[src/rtl/crack_sched_pkg.sv]
// crack_sched_pkg: shared state encodings and limits for the key-space search scheduler
package crack_sched_pkg;
    localparam int MAX_CH = 8;
    typedef enum logic [1:0] {IDLE, DISPATCH, DRAIN} top_state_t;
    typedef enum logic [1:0] {CH_IDLE, CH_ISSUED, CH_RUN} ch_state_t;
endpackage

[src/rtl/crack_sched_ch.sv]
// crack_sched_ch: one worker channel; tracks the worker's progress and holds its key until return
module crack_sched_ch
    import crack_sched_pkg::*;
#(
    parameter int KEY_W = 24
) (
    input  logic             clk,
    input  logic             rst,
    input  logic             issue,
    input  logic [KEY_W-1:0] issue_key,
    input  logic             wk_rdy,
    input  logic             wk_hit,
    output logic             idle,
    output logic             ret,
    output logic             ret_hit,
    output logic [KEY_W-1:0] wk_key
);
    ch_state_t state, state_nxt;
    logic [KEY_W-1:0] key_q;

    assign idle    = state == CH_IDLE;
    assign ret     = state == CH_RUN && wk_rdy;
    assign ret_hit = ret && wk_hit;
    assign wk_key  = issue ? issue_key : key_q;

    // channel state and the key the worker is chewing on
    always_ff @(posedge clk) begin
        if (rst) begin
            state <= CH_IDLE;
            key_q <= '0;
        end else begin
            state <= state_nxt;
            if (issue) key_q <= issue_key;
        end
    end

    // the issued cycle skips wk_rdy since the worker may not have dropped it yet
    always_comb begin
        state_nxt = state == CH_IDLE   ? (issue ? CH_ISSUED : CH_IDLE) :
                    state == CH_ISSUED ? CH_RUN :
                    (ret ? CH_IDLE : CH_RUN);
    end
endmodule

[src/rtl/crack_sched.sv]
// crack_sched: farms a key range out to NUM_CH workers and reports the first hit; CRACK_SCHED_PERF_EN adds keys_tried
module crack_sched
    import crack_sched_pkg::*;
#(
    parameter int NUM_CH = 2,
    parameter int KEY_W  = 24
) (
    input  logic                    clk,
    input  logic                    rst,
    input  logic                    en,
    output logic                    rdy,
    input  logic [KEY_W-1:0]        key_lo,
    input  logic [KEY_W-1:0]        key_hi,
    output logic [KEY_W-1:0]        key,
    output logic                    key_valid,
    output logic [NUM_CH-1:0]       wk_en,
    input  logic [NUM_CH-1:0]       wk_rdy,
    output logic [NUM_CH*KEY_W-1:0] wk_key,
    input  logic [NUM_CH-1:0]       wk_hit
`ifdef CRACK_SCHED_PERF_EN
    ,
    output logic [KEY_W:0]          keys_tried
`endif
);
    top_state_t state, state_nxt;
    logic [KEY_W:0] next_key;
    logic [KEY_W-1:0] hi, hit_key;
    logic [NUM_CH-1:0] idle, ret, ret_hit, cand;
    logic start, more, can_issue, done;

    genvar i;
    generate
        for (i = 0; i < NUM_CH; i++) begin : g_ch
            crack_sched_ch #(.KEY_W(KEY_W)) u_ch (
                .clk(clk),
                .rst(rst),
                .issue(wk_en[i]),
                .issue_key(next_key[KEY_W-1:0]),
                .wk_rdy(wk_rdy[i]),
                .wk_hit(wk_hit[i]),
                .idle(idle[i]),
                .ret(ret[i]),
                .ret_hit(ret_hit[i]),
                .wk_key(wk_key[i*KEY_W +: KEY_W])
            );
        end
    endgenerate

    // next_key carries an extra bit so a range ending at all-ones still runs out
    assign rdy       = state == IDLE;
    assign start     = rdy && en;
    assign more      = next_key <= {1'b0, hi};
    assign can_issue = state == DISPATCH && more && !key_valid && !rst;
    assign cand      = idle & wk_rdy & {NUM_CH{can_issue}};
    assign wk_en     = cand & -cand;
    assign done      = &(idle | ret);

    // top sequencing: accept, dispatch until exhausted or hit, then wait for every worker
    always_comb begin
        state_nxt = state == IDLE     ? (en ? DISPATCH : IDLE) :
                    state == DISPATCH ? ((key_valid || !more) ? DRAIN : DISPATCH) :
                    (done ? IDLE : DRAIN);
    end

    // lowest-index channel wins among simultaneous hits
    always_comb begin
        hit_key = '0;
        for (int c = NUM_CH - 1; c >= 0; c--)
            if (ret_hit[c]) hit_key = wk_key[c*KEY_W +: KEY_W];
    end

    // search registers; only the first recorded hit sticks
    always_ff @(posedge clk) begin
        if (rst) begin
            state     <= IDLE;
            next_key  <= '0;
            hi        <= '0;
            key       <= '0;
            key_valid <= 1'b0;
        end else begin
            state <= state_nxt;
            if (start) begin
                next_key  <= {1'b0, key_lo};
                hi        <= key_hi;
                key_valid <= 1'b0;
            end else begin
                if (|wk_en) next_key <= next_key + (KEY_W+1)'(1);
                if (|ret_hit && !key_valid) begin
                    key       <= hit_key;
                    key_valid <= 1'b1;
                end
            end
        end
    end

`ifdef CRACK_SCHED_PERF_EN
    // count worker returns for the current search
    always_ff @(posedge clk) begin
        if (rst || start) keys_tried <= '0;
        else keys_tried <= keys_tried + (KEY_W+1)'($countones(ret));
    end
`endif
endmodule
[config.mk]
export PLATFORM = sky130hd
export DESIGN_NAME = crack_sched
export DESIGN_NICKNAME = d
export VERILOG_FILES = /design/src/rtl/crack_sched_pkg.sv /design/src/rtl/crack_sched_ch.sv /design/src/rtl/crack_sched.sv
export SDC_FILE = /design/constraint.sdc
export NUM_CORES = 1
export LEC_CHECK = 0
export BUFFER_PORTS_ARGS = -buffer_cell sky130_fd_sc_hd__buf_2
export CAP_MARGIN = 40
export CORE_ASPECT_RATIO = 1.2
export CORE_MARGIN = 2
export CORE_UTILIZATION = 55
export CTS_BUF_LIST = sky130_fd_sc_hd__clkbuf_8
export DETAILED_ROUTE_END_ITERATION = 8
export PLACE_DENSITY = 0.82
export SYNTH_ARGS = -nofsm -noshare
export SYNTH_HDL_FRONTEND = slang
export SYNTH_HIERARCHICAL = 1
export SYNTH_SLANG_ARGS = --single-unit
export TNS_END_PERCENT = 10
[constraint.sdc]
create_clock -name clk -period 8.5 [get_ports clk]
set_input_delay 1.7 -clock clk [delete_from_list [all_inputs] [get_ports clk]]
set_output_delay 1.7 -clock clk [all_outputs]
set_load 0.05 [all_outputs]
== After elaboration in Yosys (flattened, before gate mapping) ==
Cells that the tools add are included.
Cells by class
  add/sub/neg operators: 2
  order comparisons: 1
  eq/ne operators: 5
  multiplexer cells: 19
  bitwise gates (word level): 5
  reduce and logical (&&, ||, !) cells: 22
Operators by type and width (count)
  $mux 24: 6
  $add 25x1->25 const B: 1
  $le 25x24->1: 1
  $mux 2: 10
  $logic_and 1x1->1: 9
  $and 2x2->2: 3
  $eq 2x1->1 const B: 3
  $logic_not 2->1: 3
  $reduce_or 2->1: 3
  $eq 2x2->1 const B: 2
  $reduce_and 2->1: 2
  $logic_not 1->1: 3
  $mux 1: 3
  $neg 2->2: 1
  $or 2x2->2: 1
  $reduce_bool 2->1: 1
  $logic_or 1x1->1: 1
  $not 1->1: 1
Storage, ports and cells
  register bits after elaboration: 128
  input bits: 55
  output and inout bits: 76
  word-level logic and storage cells: 64

== Depth between registers and ports, before layout ==
Gate-level depths: netlist (run 1).
  depth in word-level cells: 10
  gate-level depth with buffers: 15
  gate-level depth less buffers: 13

== Modules after synthesis ==
The synthesis (run 1) kept the hierarchy.
Modules (own cells, without submodules)
  crack_sched: instances 1, cells an instance 510, area an instance 4147.7 um2
  crack_sched_ch: instances 2, cells an instance 87, area an instance 1096.1 um2

== Worst setup path after synthesis (run 1) ==
No wires, ideal clock.
  path kind: input to output
  start: input port rst
  end: output port wk_key[10]
  arrival: 4.049 ns
  setup slack: 2.751 ns
  stages: 6
  buffers on the path: 4
  path through: clkbuf_1 -> clkbuf_1 -> nor3_1 -> buf_6 -> buf_6 -> mux2_4
Between the ends
  longest elaborated chain between the ends: 6
RTL lines
  start, declared: RTL line crack_sched.sv:9  | input logic rst,
  $logic_not 1->1 *: RTL line crack_sched.sv:53  | assign can_issue = state == DISPATCH && more && !key_valid && !rst;
  $logic_and 1x1->1 *: RTL line crack_sched.sv:53
  $and 2x2->2 *: RTL line crack_sched.sv:54  | assign cand = idle & wk_rdy & {NUM_CH{can_issue}};
  $neg 2->2: RTL line crack_sched.sv:55  | assign wk_en = cand & -cand;
  $and 2x2->2 *: RTL line crack_sched.sv:55
  net wk_en[0]: RTL line crack_sched.sv:16  | output logic [NUM_CH-1:0] wk_en,
  $mux 24 *: RTL line crack_sched_ch.sv:24  | assign wk_key = issue ? issue_key : key_q;
  end, declared: RTL line crack_sched.sv:18  | output logic [NUM_CH*KEY_W-1:0] wk_key,
The timed path passes the listed nets; every way through them passes the cells marked *.

== Final worst setup path (run 1) ==
  start: register next_key[6]
  end: output port wk_key[45]
Between the ends
  longest elaborated chain between the ends: 8
RTL lines
  start, declared: RTL line crack_sched.sv:26  | logic [KEY_W:0] next_key;
  start signal, assigned: RTL line crack_sched.sv:83  | next_key <= {1'b0, key_lo};
  start signal, assigned: RTL line crack_sched.sv:87  | if (|wk_en) next_key <= next_key + (KEY_W+1)'(1);
  $le 25x24->1 *: RTL line crack_sched.sv:52  | assign more = next_key <= {1'b0, hi};
  $logic_and 1x1->1 * (3 in series): RTL line crack_sched.sv:53
  $and 2x2->2 *: RTL line crack_sched.sv:54
  $neg 2->2: RTL line crack_sched.sv:55
  $and 2x2->2 *: RTL line crack_sched.sv:55
  $mux 24 *
Every way passes the cells marked *; elsewhere a longest branch is shown, timed or not.

==> run_results.csv, run 1 <==
group,metric,value,unit
final_layout,final_nets,879,
setup_path,crit_family,"compound AO/OA/AOI/OAI gates",
power_and_ir_drop,cell_internal_power,1.26,mW
sta,maxClockFrequency,168,MHz
power_and_ir_drop,clock_power_share,26.1,%
setup_path,timing.critical_path.slowest_cell_delay,0.47,ns
sta,timing.clock.skew,0.00874,ns
die,floorplan.die_area,12400,sq um
sta,grt_setup_unrepaired,"false",
setup_path,crit_start,"next_key[6]",
die,start_util,56.9,%
drt,drtIter0Drc,450,
setup_path,endpoint_kind,"output port",
power_and_ir_drop,power_frac_seq,36.8,%
setup_path,crit_fanout,23,
power_and_ir_drop,leakage,3.05,nW
yosys,synth_register_bits,128,
sta,fin_setup_tns,0,ns
final_layout,multi_input_comb_area,3460,sq um
placed_design,portBuffers,130,
placed_design,detailedPlacementHpwl,11900,microns
yosys,syn-num-nets,764,
power_and_ir_drop,power_per_cell_area,284,nW/um^2
setup_path,setup.worst_path.class,"reg2out",
final_layout,num_antenna_cells,0,
setup_path,r2r.worst_path.cells,13,
global_route,number_of_global_route_vias_before_repair,5537,
hold_path,hold_path.class,"reg2reg",
cts,post_cts.repair.setup_buffers,0,
die,io-pin-count,131,
cts,clock_tree.htree_level_count,4,
die,dieHeight,122,microns
cts,ctsResizeCount,0,
outcome,status,"finished clean",
sta,period_minus_slack,5.96,ns
global_route,overall_global_routing_usage,28.0,%
setup_path,rr_startpoint,"next_key[6]",
die,rows,42,
cts,ctsLongestPathBuffers,2,
setup_path,crit_path_cell_trace,"ha_1 > a211oi_1 > nor2_1 > a2111oi_2 > o211ai_2 > and2_4 > nor3_2 > buf_4 > mux2_2 > buf_2",
die,chipWidth,102,microns
setup_path,r2r_slack,4.45,ns
yosys,synth-warning-count,6,
setup_path,worst_ep_arrival_time,4.26,ns
global_route,global_route_congestion_overflow_total,0,
sta,final-hold-violation-count,0,
sta,worst_slack,2.54,ns
global_route,grt_first_pass_wirelength,27000,microns
cts,cts.root.buffer_cell,"sky130_fd_sc_hd__clkbuf_8",
drt,wl_per_cell,17.5,microns
yosys,synth_seq_area_share,40.4,%
cts,number_of_buffers_created_by_cts,17,
hold_path,hold_path.startpoint,"hi[15]",
sta,slew_viol_final,0,
yosys,synth_enable_flop_cells,0,
cts,holdBufCountCts,0,
cts,clock_sinks,128,
setup_path,crit_path_start_kind,"flop",
cts,tritoncts,"done",
placed_design,globalplace.congestion,0.981,
hold_path,worst_hold_path.num_cells,2,
global_route,global_route.peak_usage_layer,"met2",
final_layout,n_fill_cell,909,
setup_path,worstPathBufferInverterCount,2,
hold_path,hold_path_end,"hi[15]",
global_route,grt_max_degree,83,
power_and_ir_drop,post_layout_total_power,2.13,mW
power_and_ir_drop,sw_frac_of_total,40.7,%
global_route,global_route.usage.met3,7.40,%
drt,drtPass1Iterations,7,
global_route,grtUsageMet1,35.5,%
power_and_ir_drop,share_comb_of_total_power,37.1,%
setup_path,worst_ep_required_time,6.80,ns
placed_design,post-place-ws,3.15,ns
global_route,antenna_violations_before_repair,0,
die,fp.coreArea,11100,sq um
yosys,postSynth.topFlopCell,"sky130_fd_sc_hd__dfxtp_1",
sta,worst_pin_slew,0.871,ns
final_layout,area.growth.synth_to_final,18.4,%
yosys,async_reset_ff_share,0,%
drt,detail_route.wirelength,16900,microns
setup_path,worst_r2r_endpoint,"key[22]",
drt,via_per_inst,5.76,
sta,max-slew-margin-rel,41.9,%
drt,antenna_violating_nets_post_route,0,
power_and_ir_drop,net-switching-power,868,uW
yosys,synthCells,684,
setup_path,critical_path_cell_with_the_highest_stage_delay,"sky130_fd_sc_hd__dfxtp_1",
final_layout,area_used_by_sequential_logic_in_the_layout,2560,sq um
global_route,met2_grt_util,44.1,%
sta,finalSetupViolCount,0,
sta,share_of_the_clock_period_used_by_the_worst_path,70.1,%
yosys,syn-cell-area,6340,sq um
power_and_ir_drop,vdd_drop_max,0.000120,V
final_layout,fin_util,67.4,%
drt,dr_total_vias,5558,
cts,clkTransAtPathRegs,0.07,ns
drt,drc,0,
job,cap_violations,0,
cts,worst_skew_pair.late_latency,0.45,ns
yosys,synthesis.area_per_instance,9.27,sq um
yosys,synth.distinct_cells,49,
final_layout,fraction_of_layout_cells_with_a_size_suffix_above_1,29.5,%
==> per-stage QoR <==
stage	hold slack, ns	area (sq um)	std cells
5_1_grt	0.477	7510	965
3_5_place_dp	0.451	7090	934
2_1_floorplan	0.436	6340	684
3_3_place_gp	0.445	7050	932
4_1_cts	0.461	7510	965
6_report	0.459	7510	965
==> worst register-to-register path: cells and delay by family (launching register included) <==
family / cells / cell delay, ns
buf+inv: 1 / 0.45
mux: 1 / 0.42
compound gates: 5 / 1.35
flops: 1 / 0.47
simple gates: 5 / 0.91
fa+ha+maj: 1 / 0.31
==> final cells by class <==
class | instances | share of cell area [%]
clock buffers | 19 | 3.48
clock inverters | 12 | 2.07
inverters | 32 | 1.60
multi-input cells | 480 | 46.1
flip-flops and latches | 128 | 34.1
well taps | 154 | 2.57
repair buffers | 140 | 10.1
==> cells in the mapped netlist (3+ instances only) <==
cell / n / share of area [%]
sky130_fd_sc_hd__dfxtp_1: 128 / 40
sky130_fd_sc_hd__nand2_1: 67 / 4.0
sky130_fd_sc_hd__nor2_1: 60 / 3.6
sky130_fd_sc_hd__nor2b_1: 50 / 4.9
sky130_fd_sc_hd__a211oi_1: 43 / 5.1
sky130_fd_sc_hd__a21oi_1: 39 / 3.1
sky130_fd_sc_hd__mux2_4: 38 / 9.0
sky130_fd_sc_hd__clkbuf_1: 32 / 1.9
sky130_fd_sc_hd__inv_1: 32 / 1.9
sky130_fd_sc_hd__ha_1: 25 / 4.9
sky130_fd_sc_hd__a22oi_1: 24 / 2.8
sky130_fd_sc_hd__nor3_1: 13 / 1.0
sky130_fd_sc_hd__xnor2_1: 13 / 1.8
sky130_fd_sc_hd__nand3_1: 12 / 0.95
sky130_fd_sc_hd__mux2_2: 10 / 1.8
sky130_fd_sc_hd__nor4_1: 9 / 0.89
sky130_fd_sc_hd__a311oi_1: 8 / 1.1
sky130_fd_sc_hd__and3_1: 7 / 0.69
sky130_fd_sc_hd__buf_6: 7 / 1.2
sky130_fd_sc_hd__nand4_1: 6 / 0.59
sky130_fd_sc_hd__o21ai_0: 6 / 0.47
sky130_fd_sc_hd__nor4b_1: 4 / 0.55
sky130_fd_sc_hd__a2111oi_0: 3 / 0.41
sky130_fd_sc_hd__a2111oi_2: 3 / 0.71
sky130_fd_sc_hd__and4_1: 3 / 0.41
sky130_fd_sc_hd__nor4bb_1: 3 / 0.47
sky130_fd_sc_hd__or2_2: 3 / 0.30
sky130_fd_sc_hd__or3_1: 3 / 0.30
sky130_fd_sc_hd__or4_1: 3 / 0.36
==> flip-flops by register name (all words and copies together), names as in the netlist <==
register / flops
g_ch.u_ch/key_q: 48
next_key: 25
hi: 24
key: 24
key_valid: 1
g_ch.u_ch/state: 4
state: 2
==> cell families (layout without fill, tap and decap cells) <==
group	Yosys count	in the layout	synth area share, %
AND/OR/NAND/NOR	256	256	21.0
flip-flops	128	128	40.4
XOR/XNOR	13	13	1.80
buffers and inverters	76	203	5.43
AO/OA/AOI/OAI	138	138	15.6
multiplexers	48	48	10.8
adder cells (fa/ha/maj)	25	25	4.93
==> power groups by stage <==
stage / logic (mW) / clock network (mW) / registers (mW)
floorplan: 0.620 / 0 / 0.766
global route: 0.859 / 0.589 / 0.794
detailed placement: 0.775 / 0 / 0.793
global placement: 0.751 / 0 / 0.786
finish: 0.789 / 0.557 / 0.784
CTS: 0.782 / 0.560 / 0.780
==> cells in the final DEF (no fill, tap or decap), types with 3 or more instances in the layout <==
| cell type | n |
|---|---|
| sky130_fd_sc_hd__ha_1 | 25 |
| sky130_fd_sc_hd__o21ai_0 | 6 |
| sky130_fd_sc_hd__inv_1 | 32 |
| sky130_fd_sc_hd__mux2_2 | 10 |
| sky130_fd_sc_hd__mux2_4 | 38 |
| sky130_fd_sc_hd__nor2_1 | 60 |
| sky130_fd_sc_hd__buf_4 | 9 |
| sky130_fd_sc_hd__nor2b_1 | 49 |
| sky130_fd_sc_hd__nor4_1 | 9 |
| sky130_fd_sc_hd__or3_1 | 3 |
| sky130_fd_sc_hd__inv_6 | 4 |
| sky130_fd_sc_hd__dfxtp_1 | 128 |
| sky130_fd_sc_hd__nor3_1 | 10 |
| sky130_fd_sc_hd__buf_2 | 129 |
| sky130_fd_sc_hd__bufinv_16 | 3 |
| sky130_fd_sc_hd__a22oi_1 | 24 |
| sky130_fd_sc_hd__a311oi_1 | 8 |
| sky130_fd_sc_hd__or4_1 | 3 |
| sky130_fd_sc_hd__or2_2 | 3 |
| sky130_fd_sc_hd__nor3_2 | 3 |
| sky130_fd_sc_hd__clkbuf_8 | 19 |
| sky130_fd_sc_hd__and3_1 | 7 |
| sky130_fd_sc_hd__nor4b_1 | 4 |
| sky130_fd_sc_hd__nand2_1 | 66 |
| sky130_fd_sc_hd__nor4bb_1 | 3 |
| sky130_fd_sc_hd__nand4_1 | 6 |
| sky130_fd_sc_hd__clkinv_2 | 3 |
| sky130_fd_sc_hd__nand3_1 | 12 |
| sky130_fd_sc_hd__a2111oi_0 | 3 |
| sky130_fd_sc_hd__a211oi_1 | 43 |
| sky130_fd_sc_hd__a21oi_1 | 39 |
| sky130_fd_sc_hd__xnor2_1 | 13 |
| sky130_fd_sc_hd__and4_1 | 3 |
| sky130_fd_sc_hd__a2111oi_2 | 3 |
==> worst max-delay path by stage <==
stage	end	slack, ns	depth (start not counted)
floorplan	wk_key[10]	2.75	6
global placement	wk_key[45]	3.24	10
detailed placement	wk_key[45]	3.15	10
CTS	wk_key[45]	2.61	10
global route	wk_key[45]	2.31	10
finish	wk_key[45]	2.54	10
==> layer usage <==
metal / share of wire, % / vias up
met5: 0 / -
met4: 3.0 / 0
met3: 7.5 / 48
met2: 46 / 242
met1: 44 / 2600
li1: - / 2668
Power figures use the tool's default switching activity.
==> inputs of run 2 (changes only) <==
==> constraint.sdc (replaced) <==
create_clock -name clk -period 5.6 [get_ports clk]
set_input_delay 1.12 -clock clk [delete_from_list [all_inputs] [get_ports clk]]
set_output_delay 1.12 -clock clk [all_outputs]
set_load 0.05 [all_outputs]
==> run_results.csv, run 2 (synthesized netlist as in run 1, its figures left out) <==
group,metric,value,unit
job,cap_violations,0,
setup_path,endpoint_kind,"output port",
drt,dr_total_vias,5494,
cts,number_of_buffers_created_by_cts,17,
global_route,overall_global_routing_usage,26.4,%
sta,grt_setup_unrepaired,"false",
final_layout,final_nets,879,
final_layout,stdcell_count,963,
cts,post_cts.repair.setup_buffers,0,
drt,antenna_violating_nets_post_route,0,
sta,timing.clock.skew,0.0165,ns
cts,clkTransAtPathRegs,0.07,ns
power_and_ir_drop,post_layout_total_power,3.05,mW
drt,drtPass1Iterations,5,
sta,hold_ws,0.458,ns
final_layout,largest_register_ffs,48,
setup_path,worst_ep_required_time,4.48,ns
sta,max-slew-margin-rel,41.0,%
sta,worst_pin_slew,0.885,ns
sta,worst_slack,0.627,ns
sta,fin_setup_tns,0,ns
cts,ctsLongestPathBuffers,2,
hold_path,hold_path_end,"hi[17]",
power_and_ir_drop,leakage,3.02,nW
setup_path,worst_r2r_endpoint,"key[0]",
cts,clock_sinks,128,
drt,wl_per_cell,16.9,microns
sta,finalSetupViolCount,0,
setup_path,setup.worst_path.class,"reg2out",
cts,ctsResizeCount,0,
power_and_ir_drop,vdd_drop_max,0.000179,V
die,start_util,56.9,%
final_layout,area.growth.synth_to_final,17.1,%
hold_path,hold_path.class,"reg2reg",
final_layout,biggestRegsByFlops,"g_ch.u_ch/key_q: 48 flops, next_key: 25 flops",
placed_design,post-place-ws,1.10,ns
placed_design,detailedPlacementHpwl,11500,microns
global_route,global_route_congestion_overflow_total,0,
sta,slew_viol_final,0,
sta,share_of_the_clock_period_used_by_the_worst_path,88.8,%
placed_design,portBuffers,130,
die,chipWidth,102,microns
hold_path,hold_path.startpoint,"hi[17]",
setup_path,crit_path_start_kind,"flop",
placed_design,globalplace.congestion,0.908,
setup_path,r2r_slack,1.95,ns
cts,clock_tree.htree_level_count,4,
setup_path,crit_fanout,26,
die,dieHeight,122,microns
final_layout,fraction_of_layout_cells_with_a_size_suffix_above_1,29.0,%
hold_path,worst_hold_path.num_cells,2,
final_layout,fin_util,66.6,%
sta,maxClockFrequency,201,MHz
placed_design,placed_standard_cell_area,7090,sq um
global_route,number_of_global_route_vias_before_repair,5261,
placed_design,dp_cells,934,
global_route,grt_first_pass_wirelength,25700,microns
final_layout,top_register,"g_ch.u_ch/key_q",
drt,via_per_inst,5.71,
cts,holdBufCountCts,0,
final_layout,commonest_non_fill_non_tap_cell_in_the_layout,"sky130_fd_sc_hd__buf_2",
drt,detail_route.wirelength,16300,microns
final_layout,layout.cell_area.non_filler,7420,sq um
outcome,status,"finished clean",
drt,drtIter0Drc,372,
die,fp.coreArea,11100,sq um
setup_path,rr_startpoint,"next_key[6]",
final_layout,layout.cells.most_common_list,"129 x sky130_fd_sc_hd__buf_2, 128 x sky130_fd_sc_hd__dfxtp_1, 66 x sky130_fd_sc_hd__nand2_1",
die,io-pin-count,131,
sta,period_minus_slack,4.97,ns
cts,worst_skew_pair.late_latency,0.44,ns
final_layout,n_fill_cell,941,
global_route,antenna_violations_before_repair,0,
die,floorplan.die_area,12400,sq um
final_layout,num_antenna_cells,0,
sta,final-hold-violation-count,0,
die,rows,42,
cts,cts.root.buffer_cell,"sky130_fd_sc_hd__clkbuf_8",
drt,drc,0,
setup_path,worst_ep_arrival_time,3.85,ns
power_and_ir_drop,power_per_cell_area,411,nW/um^2
setup_path,r2r.worst_path.cells,11,
global_route,grt_max_degree,74,
cts,tritoncts,"done",
-- run 2: changes by cell type in the layout (fill, tap and decap cells not counted), sizes merged --
cell / delta
bufinv: -3
clkbuf: +2
inv: -2
clkinv: +1
-- run 2: layout make-up --
cell class	instances	area, sq um	area share, %
clock buffer	21	289	3.89
clock inverter	8	42.5	0.573
inverter	32	120	1.62
multi-input combinational	480	3460	46.6
sequential	128	2560	34.5
tap	154	193	2.60
timing repair buffer	140	756	10.2
-- run 2: where the power goes --
part / internal [mW] / total, mW / switching (mW)
Clock: 0.339 / 0.681 / 0.342
Sequential: 1.03 / 1.19 / 0.160
Combinational: 0.418 / 1.18 / 0.758
-- run 2: critical path, stage by stage, from the launching register on --
cell	delay, ns
sky130_fd_sc_hd__dfxtp_1	0.49
sky130_fd_sc_hd__ha_1	0.30
sky130_fd_sc_hd__a211oi_1	0.24
sky130_fd_sc_hd__nor2_1	0.10
sky130_fd_sc_hd__a2111oi_2	0.38
sky130_fd_sc_hd__o211ai_2	0.35
sky130_fd_sc_hd__and2_4	0.32
sky130_fd_sc_hd__nor3_2	0.12
sky130_fd_sc_hd__buf_4	0.45
sky130_fd_sc_hd__mux2_2	0.44
sky130_fd_sc_hd__buf_2	0.23
-- run 2: layer usage --
metal | vias to the layer above | wire, microns | share of wire (%) | track usage [%]
li1 | 2667 | - | - | -
met3 | 35 | 1050 | 6.5 | 6.60
met5 | - | 0 | 0 | 0
met1 | 2576 | 7180 | 44 | 34.5
met2 | 216 | 7660 | 47 | 41.9
met4 | 0 | 367 | 2.3 | 9.92
-- run 2: worst max path at each step --
| stage | startpoint | end | slack [ns] | depth (start not counted) |
|---|---|---|---|---|
| after CTS | next_key[2] | wk_key[46] | 0.62 | 10 |
| after floorplan | next_key[6] | wk_key[25] | 0.74 | 11 |
| after global placement | next_key[2] | wk_key[46] | 1.13 | 10 |
| after detailed placement | next_key[2] | wk_key[46] | 1.10 | 10 |
| after global routing | next_key[6] | wk_key[46] | 0.37 | 10 |
| final | next_key[6] | wk_key[22] | 0.63 | 10 |
==> inputs of run 3 (changes only) <==
--- a/config.mk
+++ b/config.mk
@@ -13,6 +13,8 @@
 export CTS_BUF_LIST = sky130_fd_sc_hd__clkbuf_8
 export DETAILED_ROUTE_END_ITERATION = 8
 export PLACE_DENSITY = 0.82
+export REMOVE_ABC_BUFFERS = 1
+export SKIP_CTS_REPAIR_TIMING = 1
 export SYNTH_ARGS = -nofsm -noshare
 export SYNTH_HDL_FRONTEND = slang
 export SYNTH_HIERARCHICAL = 1
==> run_results.csv, run 3 (synthesized netlist as in run 1, its figures left out) <==
group,metric,value,unit
outcome,status,"finished clean",
power_and_ir_drop,leakage,3.02,nW
global_route,global_route_congestion_overflow_total,0,
die,dieHeight,122,microns
sta,maxClockFrequency,199,MHz
hold_path,hold_path.startpoint,"hi[3]",
global_route,grt_first_pass_wirelength,26900,microns
final_layout,largest_register_ffs,48,
sta,timing.clock.skew,0.0108,ns
drt,drc,0,
cts,worst_skew_pair.late_latency,0.43,ns
cts,number_of_buffers_created_by_cts,17,
cts,ctsLongestPathBuffers,2,
power_and_ir_drop,vdd_drop_max,0.000443,V
setup_path,rr_startpoint,"next_key[2]",
final_layout,fin_util,66.7,%
sta,max-slew-margin-rel,43.1,%
drt,dr_total_vias,5504,
die,floorplan.die_area,12400,sq um
final_layout,biggestRegsByFlops,"g_ch.u_ch/key_q: 48 flops, next_key: 25 flops",
hold_path,hold_path.class,"reg2reg",
job,cap_violations,0,
final_layout,area_used_by_sequential_logic_in_the_layout,2560,sq um
hold_path,hold_path_end,"hi[3]",
final_layout,stdcell_count,963,
drt,drtPass1Iterations,7,
placed_design,dp_cells,935,
final_layout,commonest_non_fill_non_tap_cell_in_the_layout,"sky130_fd_sc_hd__buf_2",
cts,cts.root.buffer_cell,"sky130_fd_sc_hd__clkbuf_8",
setup_path,endpoint_kind,"output port",
setup_path,r2r_slack,1.88,ns
sta,final-hold-violation-count,0,
setup_path,crit_fanout,23,
setup_path,crit_path_start_kind,"flop",
cts,clock_sinks,128,
global_route,number_of_global_route_vias_before_repair,5525,
placed_design,portBuffers,130,
setup_path,worst_r2r_endpoint,"key[19]",
final_layout,multi_input_comb_area,3460,sq um
sta,finalSetupViolCount,0,
hold_path,worst_hold_path.num_cells,2,
cts,clock_tree.htree_level_count,4,
final_layout,fraction_of_layout_cells_with_a_size_suffix_above_1,28.8,%
cts,clkTransAtPathRegs,0.07,ns
final_layout,n_fill_cell,931,
drt,wl_per_cell,17.7,microns
final_layout,final_nets,880,
sta,slew_viol_final,0,
power_and_ir_drop,post_layout_total_power,3.07,mW
drt,via_per_inst,5.72,
die,start_util,56.9,%
die,rows,42,
setup_path,worst_ep_arrival_time,3.92,ns
global_route,overall_global_routing_usage,27.8,%
cts,tritoncts,"done",
placed_design,globalplace.congestion,0.879,
final_layout,layout.cells.most_common_list,"129 x sky130_fd_sc_hd__buf_2, 128 x sky130_fd_sc_hd__dfxtp_1, 66 x sky130_fd_sc_hd__nand2_1",
setup_path,setup.worst_path.class,"reg2out",
global_route,grt_max_degree,71,
die,fp.coreArea,11100,sq um
global_route,antenna_violations_before_repair,0,
sta,hold_ws,0.455,ns
drt,detail_route.wirelength,17100,microns
placed_design,detailedPlacementHpwl,11700,microns
sta,share_of_the_clock_period_used_by_the_worst_path,90.0,%
placed_design,placed_standard_cell_area,7100,sq um
die,io-pin-count,131,
final_layout,layout.cell_area.non_filler,7430,sq um
setup_path,r2r.worst_path.cells,11,
die,chipWidth,102,microns
sta,period_minus_slack,5.04,ns
sta,worst_pin_slew,0.832,ns
final_layout,top_register,"g_ch.u_ch/key_q",
final_layout,num_antenna_cells,0,
setup_path,worst_ep_required_time,4.48,ns
drt,drtIter0Drc,285,
drt,antenna_violating_nets_post_route,0,
final_layout,area.growth.synth_to_final,17.2,%
sta,grt_setup_unrepaired,"false",
power_and_ir_drop,power_per_cell_area,414,nW/um^2
[run 3: cell types whose count changed in the layout (fill, tap and decap cells not counted), sizes merged]
cell	before	now
clkinv	4	3
inv	34	36
buf	140	141
bufinv	0	1
clkbuf	21	18
[run 3: cell type report]
class	instances	area share, %
Clock buffer	18	3.34
Tap cell	154	2.59
Timing Repair Buffer	141	10.3
Clock inverter	10	1.06
Inverter	32	1.62
Multi-Input combinational cell	480	46.6
Sequential cell	128	34.5
[run 3: worst max-delay path by stage]
stage | from | endpoint | slack [ns] | depth (start not counted)
detailed placement | next_key[2] | wk_key[24] | 1.06 | 10
floorplan | next_key[6] | wk_key[24] | -1.70 | 8
finish | next_key[2] | wk_key[24] | 0.56 | 10
global placement | next_key[6] | wk_key[24] | 1.17 | 10
CTS | next_key[2] | wk_key[24] | 0.58 | 10
global route | next_key[6] | wk_key[24] | 0.33 | 10
[run 3: where the power goes]
group	switching, mW	internal, mW
sequential	0.148	1.03
combinational	0.780	0.426
clock	0.343	0.344
total	1.27	1.80
[run 3: critical path: stages (launching register included)]
cell and delay (ns):
sky130_fd_sc_hd__dfxtp_1 0.46, sky130_fd_sc_hd__ha_1 0.30, sky130_fd_sc_hd__a21oi_1 0.13, sky130_fd_sc_hd__o21ai_0 0.16, sky130_fd_sc_hd__a2111oi_2 0.48, sky130_fd_sc_hd__o211ai_2 0.36
sky130_fd_sc_hd__and2_4 0.33, sky130_fd_sc_hd__nor3_2 0.37, sky130_fd_sc_hd__buf_12 0.29, sky130_fd_sc_hd__mux2_2 0.39, sky130_fd_sc_hd__buf_2 0.22
[run 3: metrics by stage]
stage | worst slack [ns] | setup TNS (ns)
after floorplan | -1.70 | -132.55
after global placement | 1.17 | 0
after detailed placement | 1.06 | 0
after CTS | 0.575 | 0
after global routing | 0.328 | 0
final | 0.563 | 0
[run 3: per-layer routing]
metal | routed length (microns) | GRT usage [%]
met4 | 295 | 11.3
met5 | 0 | 0
met1 | 6900 | 33.6
met2 | 8930 | 48.1
met3 | 958 | 5.22
